===== src/rtl/serial_pkg.sv =====
// Shared types and sizing for the serial sum deserializer and its bit counter.
package serial_pkg;

  typedef enum logic [1:0] {
    IDLE,
    SHIFT,
    HOLD
  } state_t;

  localparam int MAX_WIDTH = 32;
  // Counts 0..N-1 where N can reach MAX_WIDTH+1 when the carry bit is collected.
  localparam int CNT_W = $clog2(MAX_WIDTH + 1);

endpackage


===== src/rtl/serial_bit_counter.sv =====
// Bit-position counter: loads 1 on a start-of-frame bit, increments per accepted bit,
// flags the last position (N-1) so the FSM knows the word is complete.
module serial_bit_counter
  import serial_pkg::*;
#(
  parameter int N = 8
) (
  input  logic             clk,
  input  logic             reset,
  input  logic             clear,
  input  logic             load,
  input  logic             inc,
  output logic [CNT_W-1:0] cnt,
  output logic             tc
);

  // NOTE: sequential state uses non-blocking assignments so every flop samples pre-edge values.
  always_ff @(posedge clk or negedge reset) begin
    if (!reset) begin
      cnt <= '0;
    end else if (clear) begin
      cnt <= '0;
    end else if (load) begin
      cnt <= CNT_W'(1);
    end else if (inc) begin
      cnt <= cnt + 1'b1;
    end
  end

  assign tc = (cnt == CNT_W'(N - 1));

endmodule


===== src/rtl/serial_sum_deserializer.sv =====
// Collects the LSB-first serial adder sum into a parallel word with a valid/ready output.
// Define SERIAL_SUM_DESER_CARRY_EN to collect one extra flush bit as the final carry on cout.
module serial_sum_deserializer
  import serial_pkg::*;
#(
  parameter int WIDTH = 8
) (
  input  logic             clk,
  input  logic             reset,
  input  logic             bit_in,
  input  logic             bit_valid,
  input  logic             sof,
  input  logic             out_ready,
  output logic [WIDTH-1:0] word_out,
  output logic             word_valid,
  output logic             cout,
  output logic             busy,
  output logic             err
);

`ifdef SERIAL_SUM_DESER_CARRY_EN
  localparam int N = WIDTH + 1;
`else
  localparam int N = WIDTH;
`endif

  state_t           state, state_nxt;
  logic [N-1:0]     sreg, sreg_nxt;
  logic [CNT_W-1:0] cnt;
  logic             tc;
  logic             cnt_load, cnt_inc, cnt_clear;
  logic             start, capture, err_nxt;

  serial_bit_counter #(.N(N)) u_cnt (
    .clk   (clk),
    .reset (reset),
    .clear (cnt_clear),
    .load  (cnt_load),
    .inc   (cnt_inc),
    .cnt   (cnt),
    .tc    (tc)
  );

  always_comb begin
    // NOTE: every output of this block gets a default first, so no path can infer a latch.
    state_nxt = state;
    sreg_nxt  = sreg;
    cnt_load  = 1'b0;
    cnt_inc   = 1'b0;
    cnt_clear = 1'b0;
    start     = 1'b0;
    capture   = 1'b0;
    err_nxt   = 1'b0;

    case (state)
      IDLE: begin
        if (bit_valid) begin
          if (sof) start = 1'b1;
          else     err_nxt = 1'b1;
        end
      end
      SHIFT: begin
        if (bit_valid) begin
          if (sof) begin
            start   = 1'b1;
            err_nxt = 1'b1;
          end else begin
            for (int i = 0; i < N; i++) begin
              if (cnt == CNT_W'(i)) sreg_nxt[i] = bit_in;
            end
            if (tc) begin
              capture   = 1'b1;
              cnt_clear = 1'b1;
              state_nxt = HOLD;
            end else begin
              cnt_inc = 1'b1;
            end
          end
        end
      end
      HOLD: begin
        if (out_ready) begin
          // A sof bit on the transfer cycle chains straight into the next word.
          if (bit_valid && sof) begin
            start = 1'b1;
          end else begin
            state_nxt = IDLE;
            err_nxt   = bit_valid;
          end
        end else begin
          err_nxt = bit_valid;
        end
      end
      default: state_nxt = IDLE;
    endcase

    if (start) begin
      sreg_nxt = N'(bit_in);
      if (N == 1) begin
        capture   = 1'b1;
        state_nxt = HOLD;
      end else begin
        cnt_load  = 1'b1;
        state_nxt = SHIFT;
      end
    end
  end

  always_ff @(posedge clk or negedge reset) begin
    if (!reset) begin
      state      <= IDLE;
      sreg       <= '0;
      word_out   <= '0;
      word_valid <= 1'b0;
      busy       <= 1'b0;
      err        <= 1'b0;
    end else begin
      state      <= state_nxt;
      sreg       <= sreg_nxt;
      word_valid <= (state_nxt == HOLD);
      busy       <= (state_nxt != IDLE);
      err        <= err_nxt;
      if (capture) word_out <= sreg_nxt[WIDTH-1:0];
    end
  end

`ifdef SERIAL_SUM_DESER_CARRY_EN
  always_ff @(posedge clk or negedge reset) begin
    if (!reset)       cout <= 1'b0;
    else if (capture) cout <= sreg_nxt[N-1];
  end
`else
  assign cout = 1'b0;
`endif

endmodule

===== config.mk =====
export PLATFORM = sky130hd
export DESIGN_NAME = serial_sum_deserializer
export DESIGN_NICKNAME = d
export VERILOG_FILES = /design/src/rtl/serial_pkg.sv /design/src/rtl/serial_bit_counter.sv /design/src/rtl/serial_sum_deserializer.sv
export SDC_FILE = /design/constraint.sdc
export NUM_CORES = 1
export LEC_CHECK = 0
export CAP_MARGIN = 15
export CORE_MARGIN = 2
export CORE_UTILIZATION = 40
export DETAILED_ROUTE_END_ITERATION = 8
export PLACE_DENSITY = 0.6
export REMOVE_ABC_BUFFERS = 1
export SYNTH_ARGS = -nofsm -noshare
export SYNTH_HDL_FRONTEND = slang
export SYNTH_HIERARCHICAL = 1
export SYNTH_SLANG_ARGS = --single-unit

===== constraint.sdc =====
create_clock -name clk -period 2.33 [get_ports clk]
set_input_delay 0.466 -clock clk [delete_from_list [all_inputs] [get_ports clk]]
set_output_delay 0.466 -clock clk [all_outputs]
set_load 0.01 [all_outputs]

Word level (Yosys, flattened, before mapping)
Cells that the tools add are included.
- input bits: 6
- register bits after elaboration: 27
- mux-type cells: 41
- add/sub/neg operators: 1
- eq/ne operators: 10
- reductions and logical operators: 6
- operators by type and width (cell ; number):
    2-to-1 mux 8 bit ; 4
    2-to-1 mux 1 bit ; 25
    == test 6 x 3 -> 1 bit, second input constant ; 4
    2-to-1 mux 6 bit ; 3
    == test 6 x 2 -> 1 bit, second input constant ; 2
    2-to-1 mux 2 bit ; 6
    adder 6 x 1 -> 6 bit, second input constant ; 1
    == test 6 x 1 -> 1 bit, second input constant ; 1
    zero test 6 bit ; 1
    case mux 2 bit (3 select lines) ; 1
    == test 2 bit, second input constant ; 2
    case mux 1 bit (3 select lines) ; 1
    nonzero test 3 bit ; 1
    == test 2 x 1 -> 1 bit, second input constant ; 1
    zero test 2 bit ; 1
    case mux 1 bit (2 select lines) ; 1
    nonzero test 2 bit ; 1
    OR reduction 2 bit ; 1
    logical AND 1 bit ; 1

Depth between registers and ports, before layout
- depth after elaboration: 8
- mapped depth: 9
- mapped depth without buffers: 7

Cells and area by module
Netlist, hierarchy kept.
- by module, submodules not included (module ; area an instance (um^2) ; times used ; cells an instance):
    serial_sum_deserializer ; 978.4 ; 1 ; 91
    serial_bit_counter ; 289.0 ; 1 ; 28

Worst setup path after synthesis
Ideal clock, no wire load.
- kind: register to register
- from: reg u_cnt.cnt[0]
- to: reg u_cnt.cnt[5]
- cell stages (with the launch flop): 8
- data arrival time: 2238 ps
- data required time: 2253 ps
- setup slack: 14 ps
- period minus slack after synthesis: 2316 ps
- path through: dfrtp_1 -> ha_1 -> nand2_1 -> nor4_1 -> nor4b_1 -> nand4_2 -> or3_1 -> a21oi_1
- cells in the longest elaborated chain, start to end: 6
- elaborated cells between the ends (all ways): 14
- classes of those cells: 1 x add/sub; 1 x eq/ne; 11 x mux; 1 x reduce/logical
- RTL lines (element ; line ; text):
    from (decl) ; serial_bit_counter.sv:13 ; output logic [CNT_W-1:0] cnt,
    from (signal assigned) ; serial_bit_counter.sv:26 ; cnt <= cnt + 1'b1;
    == test 6 x 3 -> 1 bit ; serial_bit_counter.sv:30 ; assign tc = (cnt == CNT_W'(N - 1));
    net tc ; serial_sum_deserializer.sv:30 ; logic tc;
    2-to-1 mux 1 bit ; serial_sum_deserializer.sv:71 ; if (tc) begin
    2-to-1 mux 1 bit ; serial_sum_deserializer.sv:64 ; if (sof) begin
    2-to-1 mux 1 bit ; serial_sum_deserializer.sv:63 ; if (bit_valid) begin
    2-to-1 mux 1 bit ; serial_sum_deserializer.sv:55 ; case (state)
    net cnt_inc ; serial_sum_deserializer.sv:31 ; logic cnt_load, cnt_inc, cnt_clear;
    nonzero test 3 bit (no line) ; - ;
The timed path passes the listed nets, and every way through them passes these cells. The select of a mux whose other input is x is not followed.
A chain may end at the register's enable or synchronous reset.

Final worst setup path
Same ends and word-level chain as after synthesis.

==> summary.txt <==
Outcome
  – Status: finished clean

Power
  – Sequential Power Share: 0.481
  – VDD IR max: 349 µV
  – Int Power: slightly above 0.0009 W
  – Sw Ratio: 0.329
  – Psw: ~0.00045 W
  – Clock share of power: 0.144
  – Leakage power: around 0.7 nW
  – Combinational share of power: 0.376
  – Cell Pwr Density: ~880 nW/µm²

STA
  – Fmax: approximately 500 MHz
  – Post-route clock period utilization: 0.865
  – Hold Fails Final Rpt: 0
  – Slew @ Worst Pin: 594 ps
  – RSZ-0062 raised after global routing: false
  – Setup-failing EPs final: 0
  – Slew Limit Headroom: 0.599
  – Post-layout min period: slightly above 2000 ps
  – Pins over their slew limit: 0
  – Skew final: 2.99 ps
  – Final setup margin: 315 ps
  – Setup tns final: 0 ps

Die
  – Die width: ~60 µm
  – Num rows: 20
  – IO Pins: 18
  – Die H: ~60 µm
  – Initial Utilization: 0.419
  – Total core area: 3030 µm²
  – Die footprint: around 3600 µm²

Drt
  – Iteration-0 DRC count of the detailed router: 15
  – First drt pass iteration count: 2
  – Vias per cell: 4.94
  – DRC Markers: 0
  – Routed len/inst: ~12 µm
  – Post-Route WL: ~2300 µm
  – Detail Route Antenna Nets: 0
  – Vias: 913

Logic synthesis
  – Most frequent cells after synthesis: dfrtp_1, nor2_1, a21oi_1
  – Synthesis Warnings: 6
  – Top-area cell type share of the netlist area: 0.533
  – Syn Inst Count: 119
  – Top FF cell, synth: dfrtp_1
  – Async set-reset flop share out of synthesis: 1.00
  – Mapped Area: 1270 µm²
  – Mean post-synth cell area: 10.7 µm²
  – Post-synth EDFFs: 0
  – Most frequent cell after synthesis: dfrtp_1
  – Synth Register Bits: 27
  – Largest cells by area after synthesis: dfrtp_1, mux2i_1, nor2_1
  – Distinct cells, synth: 37
  – Sequential area share after synthesis: 0.533
  – Area leader, netlist: dfrtp_1

Layout
  – Fill cells: 299
  – Reg area: just under 700 µm²
  – Share of layout cells above drive strength 1: 0.135
  – Core Util, Final: 0.509
  – ANT cells: 0
  – Syn-to-layout area delta: 21.5%
  – Final net count: about 150
  – Multi-input logic area: 571 µm²

Clock tree
  – # hold bufs at CTS: 0
  – H-Tree Depth: 1
  – Clk buf depth: 2
  – Number of setup buffers added after CTS: 0
  – Clock Latency Late Sink: a little over 300 ps
  – Clock sinks: 27
  – TritonCTS Buffers: 3
  – Root buffer cell: clkbuf_4
  – CTS tree: done
  – CTS resizes: 0
  – CTS clk-pin slew, worst paths: 140 ps

Critical path
  – Critical path's top delay family: simple AND/OR/NAND/NOR gates
  – Crit start category: flip-flop
  – Crit path buffers/inverters: 1
  – Crit. End Element: flip-flop
  – Worst path slowest cell: dfrtp_1
  – CP max stage delay: a little over 400 ps
  – Worst Path Required: between 2000 and 3000 ps
  – CP Max Fanout: 5
  – Reg2reg setup slack: between 300 and 400 ps
  – Worst path cell trace: ha_1, nand2_1, nor4_1, nor4b_1, buf_4, nand4_2, or3_1, a21oi_1
  – Critical path type: reg -> reg
  – Arrival time worst endpoint: 2270 ps

Global route
  – Largest net degree at the start of global routing: 28
  – Most Crowded Layer GR: met2
  – Global route overflow: 0
  – M1 GR Usage: 0.186
  – Total GRT Usage: 0.146
  – First-pass GRT wire length: 4040 µm
  – GRT met3 Usage: 0.0260
  – Initial antenna violation count: 0
  – Met2 usage: 0.247
  – Vias in the first global route: a little under 1k

Run
  – Max Cap Viol: 0

Placed design
  – Hpwl dp: 1690 µm
  – PortBufs: 16
  – Pre-CTS setup slack: about 84 ps
  – GP Congestion: ~0.79

Worst hold path
  – HP Class: in -> async
==> through the flow <==
step	cell area, µm²	power (W)	hold slack, ps	std cells
after detailed placement	1510	0.00117	499	181
after global routing	1540	0.00147	525	185
after floorplan	1240	0.000938	170	114
after global placement	1510	0.00116	485	181
after CTS	1540	0.00138	511	185
final	1540	0.00135	510	185
==> cell usage in the layout (no fill, tap or decap), drive strengths merged, types with 2 or more instances in the layout <==
cell and n:
dfrtp 27, nor2 21, clkdlybuf4s50 16, a21oi 10, mux2i 8, buf 7
nand2 6, nand3 6, xor2 4, nand4 4, clkbuf 4, nand2b 3
nor2b 3, nor4b 3, o21bai 2
==> power groups by stage <==
stage          Clock (W)  Combinational (W)  Sequential [W]
2_1_floorplan          0           0.000239        0.000699
3_3_place_gp           0           0.000502        0.000657
3_5_place_dp           0           0.000512        0.000661
4_1_cts         0.000210           0.000514        0.000652
5_1_grt         0.000228           0.000574        0.000665
6_report        0.000194           0.000509        0.000650
==> state kept, by name, indices dropped and copies added, names as in the netlist <==
signal and cells:
word_out 8, word_valid 1, sreg 8, u_cnt/cnt 6
err 1, busy 1, state 2
==> logic make-up (layout without fill, tap and decap cells) <==
logic type | after synthesis | count (layout) | share of synthesized area
compound gates | 18 | 18 | 0.0888
xor+xnor | 4 | 4 | 0.0276
fa+ha+maj | 1 | 1 | 0.00987
buf+inv | 5 | 27 | 0.0207
flops | 27 | 27 | 0.533
mux | 9 | 9 | 0.0721
other cells | 1 | 1 | 0.00296
simple gates | 54 | 54 | 0.245
==> layer usage <==
metal / part of all wire / vias up
li1: - / 459
met1: 0.49 / 441
met2: 0.48 / 13
met3: 0.032 / 0
met4: 0 / 0
met5: 0 / -
==> area by class of cell <==
class / instances / share of cell area
clock buffers: 4 / 0.0171
multi-input cells: 87 / 0.370
flip-flops and latches: 27 / 0.439
well taps: 44 / 0.0357
repair buffers: 23 / 0.138
==> worst paths after layout <==
kind | depth (start not counted) | start | to
setup / recovery | 8 | u_cnt/cnt[0]$_DFFE_PN0P_ | u_cnt/cnt[5]$_DFFE_PN0P_
hold / removal | 2 | reset | u_cnt/cnt[5]$_DFFE_PN0P_
setup reg to reg | 8 | u_cnt/cnt[0]$_DFFE_PN0P_ | u_cnt/cnt[5]$_DFFE_PN0P_
hold reg to reg | 2 | sreg[1]$_DFF_PN0_ | sreg[1]$_DFF_PN0_
max in group asynchronous | 2 | reset | sreg[5]$_DFF_PN0_
min in group clk | 2 | sreg[1]$_DFF_PN0_ | sreg[1]$_DFF_PN0_
==> worst register-to-register path: stages (launching register included) <==
cell and delay (ps):
dfrtp_1 410, ha_1 230, nand2_1 70, nor4_1 60
nor4b_1 350, buf_4 210, nand4_2 130, or3_1 360
a21oi_1 140
Note: power is estimated with default switching activity, not from simulation.
==> patch, RTL diff (config.mk and constraints unchanged) <==
Re-encode `state_t` (3 states) as one-hot, 3 bits wide.
--- a/src/rtl/serial_pkg.sv
+++ b/src/rtl/serial_pkg.sv
@@ -3,6 +3,6 @@
 
-  typedef enum logic [1:0] {
-    IDLE,
-    SHIFT,
-    HOLD
+  typedef enum logic [2:0] {
+    IDLE  = 3'b001,
+    SHIFT = 3'b010,
+    HOLD  = 3'b100
   } state_t;
Behaviour: no difference found for any inputs over 10 cycles, from zero or initial values and one cycle with reset low; not proved beyond that.
==> patch against the original RTL <==
Worst hold slack worse by 10 ps; final area is 15% higher; sequential cell count is 1 higher; die area is 13% higher; synthesized area is 14% higher; synthesized cell count is 25% higher; worst setup slack better by 29 ps; routed wire length is 40% higher; maximum frequency is 1.5% higher; critical path type unchanged.
Power is not compared: it rests on default switching activity, and its combinational part moved more than twofold at a synthesized area within 25%.
==> patch: results (changes against the original RTL) <==
Status -> finished clean
Worst path arrival time -> 2260 ps
Synth area leaders -> dfrtp_1, nand3_1, o21ai_0
Yosys warns -> 6 (unchanged)
Total Routed Length -> 3210 um (+40%)
Worst-Skew Late Latency -> 320 ps
Worst IR Drop VDD -> 0.262 mV
Cts repair resizes -> 0 (unchanged)
Share of cells above drive strength 1 -> 15.8% (+2.3 points)
Worst Path Max Fanout -> 4 (-1)
Worst slack at placement -> 32.0 ps (-51.9 ps)
Initial antenna violation count -> 0 (unchanged)
Detailed placement HPWL -> 2350 um (+39%)
Initial DRT Pass Iterations -> 4 (+2)
Ys async rst share -> 100% (unchanged)
First-pass GRT wire length -> 5620 um (+39%)
Post-synthesis cell type count -> 45 (+22%)
Clk_skew -> 7.29 ps (+4.29 ps)
Clock-pin slew on the worst setup and hold paths -> 150 ps
CP top delay family -> simple AND/OR/NAND/NOR gates
H-tree depth -> 1 (unchanged)
Antenna Cells -> 0 (unchanged)
Avg Vias per Cell -> 5.49 (+11%)
Drt first-iter violations -> 96 (+81)
Sequential area share after synthesis -> 48.4% (-4.9 points)
Fill cells -> 324 (+8.4%)
CTS Buf Count -> 3 (unchanged)
Mean post-synth cell area -> 9.73 um^2 (-8.6%)
Nets -> 185 (+24%)
Synth cell count leaders -> dfrtp_1, nand2_1, nor2_1, nand3_1, o21ai_0
Slowest stage delay, CP -> 430 ps (+20 ps)
Final Max Slew Viols -> 0 (unchanged)
Largest net degree at the start of global routing -> 29 (+3.6%)
Global-route usage over all layers -> 17.0% (+2.4 points)
Vias in the first global route -> 1271 (+31%)
Fin cells -> 223 (+21%)
Setup bufs post-CTS -> 0 (unchanged)
Worst R2R Path Depth -> 7 (-1)
CP max stage cell -> or4_1
Final RePlAce weighted congestion -> 0.773 (-1.6%)
IO buf count -> 16 (unchanged)
Leakage -> 0.769 nW
Top Registers -> sreg: 8 flops, word_out: 8 flops, u_cnt/cnt: 6 flops
Max Buffers Root-to-Sink -> 2 (unchanged)
Clock Tree Root -> clkbuf_4
Hold WC Path Type -> primary input to asynchronous set/reset pin
[patch: changes by cell type after synthesis, moves of 4 or more]
| cell | unedited run | this run |
|---|---|---|
| mux2i_1 | 8 | 4 |
| nand2_1 | 6 | 13 |
| nand3_1 | 5 | 11 |
| nand4_1 | 3 | 7 |
| nor2_1 | 21 | 12 |
| o211ai_1 | 0 | 5 |
| o21ai_0 | 1 | 11 |
[patch: per-stage QoR]
| step | hold WS, ps | instance area, um^2 |
|---|---|---|
| after global placement | 466 | 1740 |
| final | 500 | 1770 |
| after floorplan | 170 | 1390 |
| after global routing | 502 | 1770 |
| after detailed placement | 478 | 1740 |
| after CTS | 504 | 1770 |
[patch: worst register-to-register path: stages, from the launching register on]
cell	delay, ps
dfrtp_1	380
ha_1	200
nand2_1	70
nor4_1	290
nand3b_1	160
or2_0	300
or4_1	430
nand3_1	90
[patch: cell families (layout without fill, tap and decap cells)]
kind of cell / count (synthesis) / in the layout / synth area share (%)
fa+ha+maj: 1 / 1 / 0.863
simple gates: 68 / 68 / 27.2
xor+xnor: 5 / 5 / 3.02
compound gates: 31 / 31 / 12.9
buf+inv: 11 / 39 / 4.66
mux: 4 / 4 / 2.76
other cells: 1 / 1 / 0.259
flops: 28 / 28 / 48.4
[patch: path summary, 6_finish.rpt]
check / startpoint / endpoint / slack (ps)
setup / recovery: u_cnt/cnt[0] / word_out[0] / 340
hold / removal: reset / u_cnt/cnt[4] / 500
setup reg to reg: u_cnt/cnt[0] / word_out[0] / 340
hold reg to reg: word_out[5] / word_out[5] / 510
max in group asynchronous: reset / state[0] / 1530
min in group clk: word_out[5] / word_out[5] / 510
[patch: routing by layer]
| metal | vias to the layer above | part of all wire (%) | track usage, % |
|---|---|---|---|
| met3 | 2 | 2.5 | 2.11 |
| met5 | - | 0 | 0 |
| li1 | 598 | - | - |
| met1 | 604 | 46 | 22.1 |
| met2 | 21 | 51 | 29.2 |
| met4 | 0 | 0.65 | 6.12 |
[patch: power breakdown]
part	internal (mW)	switching (mW)
clock network	0.0956	0.141
registers	0.506	0.0111
logic	0.0679	0.0816
total	0.669	0.234
[patch: cell type report]
class                           instances  area share, %
Clock buffer                            4           2.05
Multi-Input combinational cell        110           38.4
Tap cell                               46           3.25
Sequential cell                        28           39.6
Inverter                                2          0.424
Timing Repair Buffer                   33           16.2
